File: src/rtl/rd_req_queue_if.sv
// Bundle of the read-request queue's handshake signals: two handler-side request ports,
// the master-side req/ack head, and the occupancy/overflow status outputs.
interface rd_req_queue_if #(
   parameter int unsigned AWIDTH = 32,
   parameter int unsigned DEPTH  = 4
);
   logic                         in0_wren;
   logic [AWIDTH-1:0]            in0_addr;
   logic                         in0_full;
   logic                         in1_wren;
   logic [AWIDTH-1:0]            in1_addr;
   logic                         in1_full;
   logic                         m_req;
   logic [AWIDTH-1:0]            m_addr;
   logic                         m_src;
   logic                         m_ack;
   logic [$clog2(DEPTH+1)-1:0]   level;
   logic [1:0]                   ovf;

   modport slave (
      input  in0_wren, in0_addr, in1_wren, in1_addr, m_ack,
      output in0_full, in1_full, m_req, m_addr, m_src, level, ovf
   );

   modport master (
      output in0_wren, in0_addr, in1_wren, in1_addr, m_ack,
      input  in0_full, in1_full, m_req, m_addr, m_src, level, ovf
   );
endinterface

File: src/rtl/rd_req_queue.sv
// Per-master read-request queue: two hold registers, round-robin arbiter, DEPTH-entry FIFO
// tagged with source port. Define RD_REQ_QUEUE_OVF_EN to enable sticky per-port overflow flags.
module rd_req_queue #(
   parameter int unsigned AWIDTH = 32,
   parameter int unsigned DEPTH  = 4
) (
   input logic          aclk,
   input logic          aresetn,
   rd_req_queue_if.slave bus
);
   localparam int unsigned PW = $clog2(DEPTH);
   localparam int unsigned CW = $clog2(DEPTH+1);

   logic [1:0]              hold_valid_q, hold_valid_d;
   logic [1:0][AWIDTH-1:0]  hold_addr_q, hold_addr_d;
   logic                    rr_ptr_q, rr_ptr_d;
   logic [PW-1:0]           wr_ptr_q, wr_ptr_d;
   logic [PW-1:0]           rd_ptr_q, rd_ptr_d;
   logic [CW-1:0]           count_q, count_d;
   logic [AWIDTH:0]         mem_q [DEPTH];
   logic [AWIDTH:0]         mem_d [DEPTH];

   logic [1:0]              wren;
   logic [1:0][AWIDTH-1:0]  addr_in;
   logic                    grant, grant_src, pop;

   assign wren    = {bus.in1_wren, bus.in0_wren};
   assign addr_in = {bus.in1_addr, bus.in0_addr};

   always_comb begin
      grant     = 1'b0;
      grant_src = 1'b0;
      // A full FIFO blocks the grant even when the head is popped this cycle.
      if (count_q != CW'(DEPTH)) begin
         if (hold_valid_q[0] && hold_valid_q[1]) begin
            grant     = 1'b1;
            grant_src = rr_ptr_q;
         end else if (hold_valid_q[0]) begin
            grant     = 1'b1;
            grant_src = 1'b0;
         end else if (hold_valid_q[1]) begin
            grant     = 1'b1;
            grant_src = 1'b1;
         end
      end
      pop = (count_q != '0) && bus.m_ack;

      rr_ptr_d = grant ? ~grant_src : rr_ptr_q;
      for (int k = 0; k < 2; k++) begin
         hold_addr_d[k] = hold_addr_q[k];
         if (hold_valid_q[k]) begin
            hold_valid_d[k] = !(grant && (grant_src == k[0]));
         end else begin
            hold_valid_d[k] = wren[k];
            if (wren[k]) hold_addr_d[k] = addr_in[k];
         end
      end

      mem_d = mem_q;
      if (grant) mem_d[wr_ptr_q] = {grant_src, hold_addr_q[grant_src]};
      wr_ptr_d = grant ? wr_ptr_q + PW'(1) : wr_ptr_q;
      rd_ptr_d = pop ? rd_ptr_q + PW'(1) : rd_ptr_q;
      count_d  = count_q + CW'(grant) - CW'(pop);
   end

   always_ff @(posedge aclk) begin
      if (!aresetn) begin
         hold_valid_q <= '0;
         rr_ptr_q     <= 1'b0;
         wr_ptr_q     <= '0;
         rd_ptr_q     <= '0;
         count_q      <= '0;
      end else begin
         hold_valid_q <= hold_valid_d;
         rr_ptr_q     <= rr_ptr_d;
         wr_ptr_q     <= wr_ptr_d;
         rd_ptr_q     <= rd_ptr_d;
         count_q      <= count_d;
      end
   end

   always_ff @(posedge aclk) begin
      hold_addr_q <= hold_addr_d;
      mem_q       <= mem_d;
   end

   assign bus.in0_full = hold_valid_q[0];
   assign bus.in1_full = hold_valid_q[1];
   assign bus.m_req    = (count_q != '0);
   // Gated so the head reads as zero out of reset, before storage is ever written.
   assign bus.m_addr   = bus.m_req ? mem_q[rd_ptr_q][AWIDTH-1:0] : '0;
   assign bus.m_src    = bus.m_req ? mem_q[rd_ptr_q][AWIDTH] : 1'b0;
   assign bus.level    = count_q;

`ifdef RD_REQ_QUEUE_OVF_EN
   logic [1:0] ovf_q, ovf_d;

   always_comb begin
      ovf_d = ovf_q | (wren & hold_valid_q);
   end

   always_ff @(posedge aclk) begin
      if (!aresetn) ovf_q <= '0;
      else          ovf_q <= ovf_d;
   end

   assign bus.ovf = ovf_q;
`else
   assign bus.ovf = 2'b00;
`endif
endmodule
File: src/flat_wrapper.sv
// flat-port wrapper written by rule: the top's interface ports become plain ports
module rd_req_queue_flat 
#(
   parameter int unsigned AWIDTH = 32,
   parameter int unsigned DEPTH  = 4
)
  (aclk, aresetn, bus_in0_wren, bus_in0_addr, bus_in1_wren, bus_in1_addr, bus_m_ack, bus_in0_full, bus_in1_full, bus_m_req, bus_m_addr, bus_m_src, bus_level, bus_ovf);
  rd_req_queue_if #(.AWIDTH(AWIDTH), .DEPTH(DEPTH)) bus_i ();
  input logic aclk;
  input logic aresetn;
  input wire logic [$bits(bus_i.in0_wren)-1:0] bus_in0_wren;
  input wire logic [$bits(bus_i.in0_addr)-1:0] bus_in0_addr;
  input wire logic [$bits(bus_i.in1_wren)-1:0] bus_in1_wren;
  input wire logic [$bits(bus_i.in1_addr)-1:0] bus_in1_addr;
  input wire logic [$bits(bus_i.m_ack)-1:0] bus_m_ack;
  output wire logic [$bits(bus_i.in0_full)-1:0] bus_in0_full;
  output wire logic [$bits(bus_i.in1_full)-1:0] bus_in1_full;
  output wire logic [$bits(bus_i.m_req)-1:0] bus_m_req;
  output wire logic [$bits(bus_i.m_addr)-1:0] bus_m_addr;
  output wire logic [$bits(bus_i.m_src)-1:0] bus_m_src;
  output wire logic [$bits(bus_i.level)-1:0] bus_level;
  output wire logic [$bits(bus_i.ovf)-1:0] bus_ovf;
  assign bus_i.in0_wren = bus_in0_wren;
  assign bus_i.in0_addr = bus_in0_addr;
  assign bus_i.in1_wren = bus_in1_wren;
  assign bus_i.in1_addr = bus_in1_addr;
  assign bus_i.m_ack = bus_m_ack;
  assign bus_in0_full = bus_i.in0_full;
  assign bus_in1_full = bus_i.in1_full;
  assign bus_m_req = bus_i.m_req;
  assign bus_m_addr = bus_i.m_addr;
  assign bus_m_src = bus_i.m_src;
  assign bus_level = bus_i.level;
  assign bus_ovf = bus_i.ovf;
  rd_req_queue #(.AWIDTH(AWIDTH), .DEPTH(DEPTH)) u_core (.aclk(aclk), .aresetn(aresetn), .bus(bus_i));
endmodule
File: config.mk
export PLATFORM = sky130hd
export DESIGN_NAME = rd_req_queue_flat
export DESIGN_NICKNAME = d
export VERILOG_FILES = /design/src/rtl/rd_req_queue_if.sv /design/src/rtl/rd_req_queue.sv /design/src/flat_wrapper.sv
export SDC_FILE = /design/constraint.sdc
export NUM_CORES = 1
export LEC_CHECK = 0
export ABC_AREA = 1
export BUFFER_PORTS_ARGS = -buffer_cell sky130_fd_sc_hd__buf_4
export CORE_UTILIZATION = 53
export DETAILED_ROUTE_END_ITERATION = 6
export PLACE_DENSITY = 0.79
export RECOVER_POWER = 100
export SYNTH_ARGS = -nofsm -noshare
export SYNTH_HDL_FRONTEND = slang
export SYNTH_SLANG_ARGS = --single-unit
File: constraint.sdc
create_clock -name aclk -period 2.8 [get_ports aclk]
set_input_delay 0.42 -clock aclk [delete_from_list [all_inputs] [get_ports aclk]]
set_output_delay 0.42 -clock aclk [all_outputs]
set_load 0.1 [all_outputs]
==> results of run 1 <==
## stage by stage
| stage | TNS (ps) | setup WS [ps] |
|---|---|---|
| final | 0 | 111 |
| after global routing | 0 | 16.5 |
| after CTS | 0 | 120 |
| after detailed placement | 0 | 528 |
| after global placement | 0 | 631 |
| after floorplan | -64570 | -488 |
## cells by family after synthesis
family / Yosys count / share of synthesized area, %
other: 1 / 0.0464
AO/OA/AOI/OAI: 108 / 6.69
AND/OR/NAND/NOR: 264 / 12.7
flip-flops: 206 / 75.3
buffers and inverters: 58 / 4.10
adder cells (fa/ha/maj): 7 / 1.18
## cells in the mapped netlist, drive strengths merged, types with 5 or more instances
| library cell | count |
|---|---|
| a21oi | 41 |
| buf | 28 |
| clkbuf | 5 |
| dfxtp | 10 |
| edfxtp | 196 |
| ha | 6 |
| inv | 25 |
| nand2 | 118 |
| nand3 | 5 |
| nor2 | 141 |
| o21ai | 67 |
## power breakdown
| group | internal [mW] | total (mW) | switching, mW |
|---|---|---|---|
| Sequential | 3.85 | 3.96 | 0.113 |
| Clock | 1.45 | 2.50 | 1.05 |
| Combinational | 1.03 | 4.99 | 3.97 |
## sequential cells by signal, indices dropped and copies added, names as in the netlist
name	cells
u_core.rd_ptr_q	2
u_core.mem_q	132
u_core.hold_addr_q	64
u_core.rr_ptr_q	1
u_core.hold_valid_q	2
u_core.bus.level	3
u_core.wr_ptr_q	2
## metal layers
layer	routed length, um	share of wire, %	global-route usage (%)
met2	7890	48	34.1
met4	352	2.2	6.96
met5	0	0	0
met1	6990	43	29.5
met3	1050	6.4	3.51
## critical path, cell delays in order, from the launching register on
cell and delay [ps]:
dfxtp_2 360, buf_6 430, nor2_1 110, nor2_1 130
o21ai_0 170, a21oi_4 210, clkbuf_4 350
## what timing repair did
action,4_1_cts,5_1_grt
endpoints found under the setup margin,1,0
gates resized for setup,1,0
endpoints found under the hold margin,0,0
hold buffers,0,0
## final cells by class
class	instances	area share, %
Multi-Input combinational cell	381	20.2
Tap cell	184	2.32
Timing Repair Buffer	118	8.92
Clock buffer	23	5.37
Inverter	25	0.971
Sequential cell	206	61.4
Clock inverter	12	0.770
## worst max-delay path by stage
stage                                 startpoint         endpoint  slack [ps]  cells past startpoint
after floorplan           u_core.hold_valid_q[1]  u_core.mem_q[0]        -490                      4
after global placement        u_core.rd_ptr_q[0]   bus_m_addr[21]         630                      6
after detailed placement      u_core.rd_ptr_q[0]        bus_m_src         530                      6
after CTS                     u_core.rd_ptr_q[1]        bus_m_src         120                      5
after global routing          u_core.rd_ptr_q[1]        bus_m_src          20                      5
final                         u_core.rd_ptr_q[0]   bus_m_addr[15]         110                      6
==> reports/results.txt, run 1 <==
Status - complete, but fails checks
Failing checks - design-rule violations, max-capacitance violations, max-slew violations
CORE AREA - 0.0147 mm2
Largest net degree at the start of global routing - 69
CTS tree - yes
H-tree depth - 1
Max_cap viols - 2
Most common cell after layout, fill and taps aside - edfxtp_1
Number of synthesized flops with an enable pin - 196
Clk_skew - 8.20 ps
Core Util, Final - 67.5%
Crit Path Class - reg2out
Dpl hpwl - 10200 um
Slew HR - -22.8%
Multi-input logic area - 0.00201 mm2
Avg Inst Size Synth - 12.5 um2
Flops & latches, synth - 206
Routed WL per cell - 17.2 um
Most frequent cells in the layout - 196 x edfxtp_1, 137 x nor2_1, 117 x nand2_1
Placement Cell Area - 0.00937 mm2
Number of buffers on the longest clock path - 3
Top_reg_cell synth - edfxtp_1
Final Cell Area - 0.00992 mm2
Netlist cell types - 23
Hold depth - 1
Number of global-route vias before repair - 4992
Final Power - 11.5 mW
P_leak - 3.68 nW
Worst setup SP type - register
FMAX - 372 MHz
Non-Filler Instances - 949
Synth-to-layout area growth - 22.8%
Pre-antenna DRT Iters - 6
Vias - 5051
Post-Route WL - 16300 um
Worst-Margin Slew - 1840 ps
WHS Endpoint - u_core.hold_addr_q[11]
Worst vdd ir - 0.801 mV
Synth top area share - 72.9%
Setup Viol. Count Final - 0
R2R setup slack - 360 ps
Die ar. - 0.0157 mm2
Max Slew Vio Count - 67
Starting Density - 55.0%
Hold Violations, Final - 0
Vias per cell - 5.32
Count of input and output buffers - 107
Num CTS Buffers - 20
Root buf cell - clkbuf_16
# rows - 44
Maximum net fanout on the critical path - 68
Seq/Total Area, Yosys - 75.3%
Min Hold Slack - 127 ps
Clk Latency, worst-skew pair - 490 ps
Crit path time final - 2690 ps
Initial antenna violation count - 0
Post-synth ARST share - 0%
CTS Sinks - 206
Top Ports - 110
Worst reg2reg path endpoint - u_core.mem_q[21]
Synth warnings - 0
Dpl cells - 914
Hold path startpoint - bus_in0_addr[11]
Mapped Cells - 644
Synth Cell Area - 0.00808 mm2
Min-Delay Path Class - in2reg
CP arrival - 2270 ps
Clock Pin Slew Worst Setup and Hold Paths - 60 ps
Post-CTS Setup Repair Bufs - 0
Ant. Diodes - 0
Residual DRC count - 4
Post-synth top area cell - edfxtp_1
Drt initial violations - 428
RSZ-0062 raised after global routing - false
Detail Route Antenna Nets - 0
GP Congestion - 0.791
Global-route wire length before repair - 25800 um
Final period util - 96.0%
Fillers - 984
Critical R2R Launch - u_core.bus.level[1]
Setup crit end kind - primary output
Width of the die - 125 um
Sequential Area - 0.00609 mm2
Cell Pwr Density - 1160 mW/mm2
WP data required - 2380 ps
Cells on worst reg2reg path - 5
Gr usage total - 21.1%
Gr ovfl total - 0
Fin nets - 828
Share of layout cells above drive strength 1 - 23.5%
Top cells by area, synth - edfxtp_1 73%, nor2_1 6.5%, nand2_1 5.4%
Die Ht - 125 um
No activity file was read; power rests on OpenSTA's default activity.
==> run 2: changes to the inputs <==
CORE_ASPECT_RATIO = 0.6   (was not set)
HOLD_SLACK_MARGIN = 0.05   (was not set)
==> run 2 against run 1 <==
Compared with the run above: the run ends with max-capacitance violations, max-slew violations left; maximum frequency increased by 2.3%; wire length rose by 7.8%; die area is 0.10% higher; register-to-register slack got worse by 120 ps; flip-flop and latch count stayed put; cell count is 1.7% higher; design area shrank 0.23%; first-iteration DRC count increased by 14%; sequential share of layout area rose by 0.18 points; utilization is essentially flat; clock skew grew 7.8 ps; critical path type unchanged; largest power group unchanged.
==> reports/results.txt, run 2 (same netlist as run 1, synthesis figures left out) <==
Status - complete, but fails checks
Failing checks - max-capacitance violations, max-slew violations
Root buf cell - clkbuf_16
Global-route wire length before repair - 27200 um
Max_cap viols - 1
Num CTS Buffers - 19
Number of global-route vias before repair - 5157
CTS tree - yes
Largest net degree at the start of global routing - 69
Max Slew Vio Count - 17
Hold Violations, Final - 0
GP Congestion - 0.814
Starting Density - 55.0%
Critical R2R Launch - u_core.bus.level[1]
Gr usage total - 22.8%
Routed WL per cell - 18.2 um
Final Cell Area - 0.00989 mm2
Vias per cell - 5.41
H-tree depth - 1
# rows - 34
Number of buffers on the longest clock path - 3
Fillers - 1035
Initial antenna violation count - 0
Share of layout cells above drive strength 1 - 24.3%
Ant. Diodes - 0
RSZ-0062 raised after global routing - false
Most flop-heavy register - u_core.mem_q
Cell Pwr Density - 1150 mW/mm2
Dpl hpwl - 11000 um
Maximum net fanout on the critical path - 34
FMAX - 380 MHz
Count of input and output buffers - 107
Sequential Area - 0.00609 mm2
Setup Viol. Count Final - 0
Clock Pin Slew Worst Setup and Hold Paths - 70 ps
Clk_skew - 16.0 ps
Hold path startpoint - bus_in1_addr[29]
Multi-input logic area - 0.00202 mm2
Worst-Margin Slew - 1690 ps
Pre-antenna DRT Iters - 5
Most common cell after layout, fill and taps aside - edfxtp_1
Max reg flops - 132
Final period util - 93.9%
CTS Sinks - 206
Synth-to-layout area growth - 22.5%
Detail Route Antenna Nets - 0
Min-Delay Path Class - in2reg
Non-Filler Instances - 965
Hold depth - 1
Residual DRC count - 0
Width of the die - 161 um
Die ar. - 0.0158 mm2
Worst vdd ir - 0.932 mV
Slew HR - -13.1%
Drt initial violations - 487
Setup crit end kind - primary output
Placement Cell Area - 0.00940 mm2
CP arrival - 2210 ps
Final WS setup - 171 ps
Vias - 5219
P_leak - 3.68 nW
Top Ports - 110
Fin nets - 830
Gr ovfl total - 0
Cells on worst reg2reg path - 5
Worst reg2reg path endpoint - u_core.mem_q[130]
Final Power - 11.4 mW
Post-Route WL - 17600 um
Dpl ws - 567 ps
Crit Path Class - reg2out
CORE AREA - 0.0147 mm2
Crit path time final - 2630 ps
Clk Latency, worst-skew pair - 490 ps
WHS Endpoint - u_core.hold_addr_q[61]
R2R setup slack - 240 ps
WP data required - 2380 ps
Die Ht - 97.6 um
Worst setup SP type - register
Dpl cells - 931
Most frequent cells in the layout - 196 x edfxtp_1, 138 x nor2_1, 118 x nand2_1
## run 2: report_power, final
part	leakage [nW]	switching, mW	internal [mW]
clock network	0.282	1.08	1.35
logic	1.49	3.98	0.995
registers	1.91	0.142	3.84
total	3.68	5.20	6.19
## run 2: repair_timing
action | 4_1_cts | 5_1_grt
buffers inserted | 0 | 0
hold buffers | 0 | 0
gates resized for setup | 0 | 4
endpoints found under the setup margin | 0 | 25
## run 2: critical path, cell delays in order (launching register included)
cell	delay [ps]
dfxtp_2	460
inv_2	320
nor2_1	190
o21ai_0	150
a21oi_4	150
buf_2	440
## run 2: worst max-delay path by stage
stage                                       from         endpoint  slack, ps  depth (start not counted)
final                         u_core.rd_ptr_q[1]   bus_m_addr[11]        170                          5
after global routing          u_core.rd_ptr_q[0]   bus_m_addr[18]         60                          6
after CTS                     u_core.rd_ptr_q[0]    bus_m_addr[7]         50                          4
after detailed placement      u_core.rd_ptr_q[0]    bus_m_addr[5]        570                          4
after global placement        u_core.rd_ptr_q[0]    bus_m_addr[3]        600                          4
after floorplan           u_core.hold_valid_q[1]  u_core.mem_q[0]       -490                          4
## run 2: stage by stage
stage	hold WS, ps	utilization [%]	setup TNS [ps]
floorplan	427	-	-64570
global placement	443	64.1	0
detailed placement	443	64.1	0
CTS	89.1	68.0	0
global route	114	67.4	0
finish	121	67.4	0
## run 2: final cells by class
class / count / share of cell area, %
flip-flops and latches: 206 / 61.6
clock inverters: 11 / 0.835
repair buffers: 121 / 8.73
multi-input cells: 381 / 20.4
clock buffers: 23 / 4.96
inverters: 25 / 1.01
well taps: 198 / 2.50
## run 2: routing by layer
| layer | vias up | track usage (%) | part of all wire, % |
|---|---|---|---|
| li1 | 2434 | - | - |
| met1 | 2518 | 32.2 | 43 |
| met2 | 235 | 36.3 | 47 |
| met3 | 32 | 3.88 | 7.5 |
| met4 | 0 | 7.26 | 2.0 |
| met5 | - | 0 | 0 |
==> run 3: changes to the inputs <==
BUFFER_PORTS_ARGS = not set   (was -buffer_cell sky130_fd_sc_hd__buf_4)
DONT_BUFFER_PORTS = 1   (was not set)
PLACE_DENSITY = 0.73   (was 0.79)
==> run 3 against run 2 <==
Compared with the run above: global-route usage is 1.5 points higher; the flow still finishes with violations (max-capacitance violations, max-slew violations); first-iteration DRC count is 32% lower; sequential share of layout area is 2.0 points lower; critical path depth is 1 lower; non-clock buffer count is 5 lower; worst setup slack worse by 20 ps; largest power group unchanged; critical path type unchanged; sequential power hardly changed; wire length is 5.3% higher; utilization is 2.2 points higher.
==> reports/results.txt, run 3 (same netlist as run 1, synthesis figures left out) <==
Status - complete, but fails checks
Failing checks - max-capacitance violations, max-slew violations
Synth-to-layout area growth - 26.5%
Clk_skew - 9.40 ps
Num CTS Buffers - 20
Global-route wire length before repair - 28900 um
Maximum net fanout on the critical path - 68
Fin nets - 826
Setup Viol. Count Final - 0
Root buf cell - clkbuf_16
Slew HR - -26.0%
Setup crit end kind - primary output
CP arrival - 2230 ps
Post-CTS Setup Repair Bufs - 0
Most frequent cells in the layout - 196 x edfxtp_1, 137 x nor2_1, 117 x nand2_1
Most flop-heavy register - u_core.mem_q
Vias per cell - 5.46
Max Slew Vio Count - 16
Gr usage total - 24.3%
Critical R2R Launch - u_core.bus.level[2]
Dpl ws - 594 ps
Crit Path Class - reg2out
Drt initial violations - 330
Starting Density - 55.0%
RSZ-0062 raised after global routing - false
Vias - 5243
Final Power - 11.9 mW
Die ar. - 0.0158 mm2
Number of global-route vias before repair - 5528
WP data required - 2380 ps
Clock Pin Slew Worst Setup and Hold Paths - 60 ps
Core Util, Final - 69.6%
CTS tree - yes
GP Congestion - 0.784
Crit path time final - 2650 ps
Hold Violations, Final - 0
Largest net degree at the start of global routing - 69
Width of the die - 161 um
Gr ovfl total - 0
Pre-antenna DRT Iters - 5
CP endpoint - bus_m_addr[18]
Worst reg2reg path endpoint - u_core.mem_q[36]
Worst setup SP type - register
Share of layout cells above drive strength 1 - 15.3%
Final WS setup - 151 ps
FMAX - 378 MHz
Min-Delay Path Class - in2reg
Cell Pwr Density - 1160 mW/mm2
Residual DRC count - 0
# rows - 34
CP startpoint - u_core.rd_ptr_q[0]
R2R setup slack - 220 ps
H-tree depth - 1
Detail Route Antenna Nets - 0
Top Ports - 110
Final period util - 94.6%
Ant. Diodes - 0
Hold path startpoint - aresetn
Post-Route WL - 18500 um
Dpl hpwl - 10500 um
Initial antenna violation count - 0
Max_cap viols - 1
Worst vdd ir - 0.710 mV
Die Ht - 97.6 um
Count of input and output buffers - 0
Routed WL per cell - 19.2 um
Max reg flops - 132
Clk Latency, worst-skew pair - 490 ps
Worst-Margin Slew - 1880 ps
Number of buffers on the longest clock path - 3
Most common cell after layout, fill and taps aside - edfxtp_1
CORE AREA - 0.0147 mm2
P_leak - 3.71 nW
Cells on worst reg2reg path - 5
CTS Sinks - 206
Fillers - 972
-- run 3: cell count changes in the layout (fill, tap and decap cells not counted), sizes merged --
cell         change
bufinv           +1
dlygate4sd3     +66
clkbuf          -80
clkinv           -1
buf             +12
inv              -1
clkinvlp         -1
-- run 3: critical path, stage by stage, from the launching register on --
cell and delay (ps):
dfxtp_4 440, inv_6 380, o21ai_0 290, a21oi_4 230
clkbuf_4 350
-- run 3: layout make-up --
| type | instances | area [um2] | area share, % |
|---|---|---|---|
| multi-input cells | 381 | 2010 | 19.6 |
| clock buffers | 26 | 544 | 5.33 |
| well taps | 198 | 248 | 2.42 |
| inverters | 25 | 103 | 1.00 |
| repair buffers | 116 | 1130 | 11.1 |
| flip-flops and latches | 206 | 6090 | 59.6 |
| clock inverters | 9 | 92.6 | 0.906 |
-- run 3: power by group --
group	internal [mW]	switching, mW	total [mW]	leakage (nW)
Sequential	3.85	0.147	3.99	1.91
Combinational	1.21	4.05	5.25	1.49
Clock	1.55	1.09	2.64	0.316
-- run 3: stage by stage --
stage | hold slack (ps) | TNS, ps | area (um2) | std cells
global placement | 444 | 0 | 9350 | 860
finish | 68.5 | 0 | 10200 | 961
floorplan | 427 | -64570 | 8430 | 645
CTS | 52.2 | 0 | 10600 | 960
global route | 87.1 | 0 | 10200 | 961
detailed placement | 453 | 0 | 9350 | 860
-- run 3: layer usage --
| metal | share of wire [%] | vias up | global-route usage (%) |
|---|---|---|---|
| met5 | 0 | - | 0 |
| met4 | 1.7 | 0 | 5.95 |
| met3 | 5.8 | 33 | 4.82 |
| met2 | 50 | 187 | 41.6 |
| met1 | 43 | 2595 | 32.0 |
| li1 | - | 2428 | - |
-- run 3: timing repair --
action / in CTS / in global routing
setup endpoints to repair: 0 / 22
hold buffers: 65 / 1
gates resized for setup: 0 / 8
endpoints found under the hold margin: 67 / 1
-- run 3: how the worst min path moves through the flow --
stage,end,slack (ps),depth (start not counted)
after floorplan,u_core.rr_ptr_q,430,2
after global placement,u_core.rr_ptr_q,440,2
after detailed placement,u_core.rr_ptr_q,450,2
after CTS,u_core.wr_ptr_q[0],50,2
after global routing,u_core.rd_ptr_q[0],90,2
final,u_core.bus.level[2],70,2
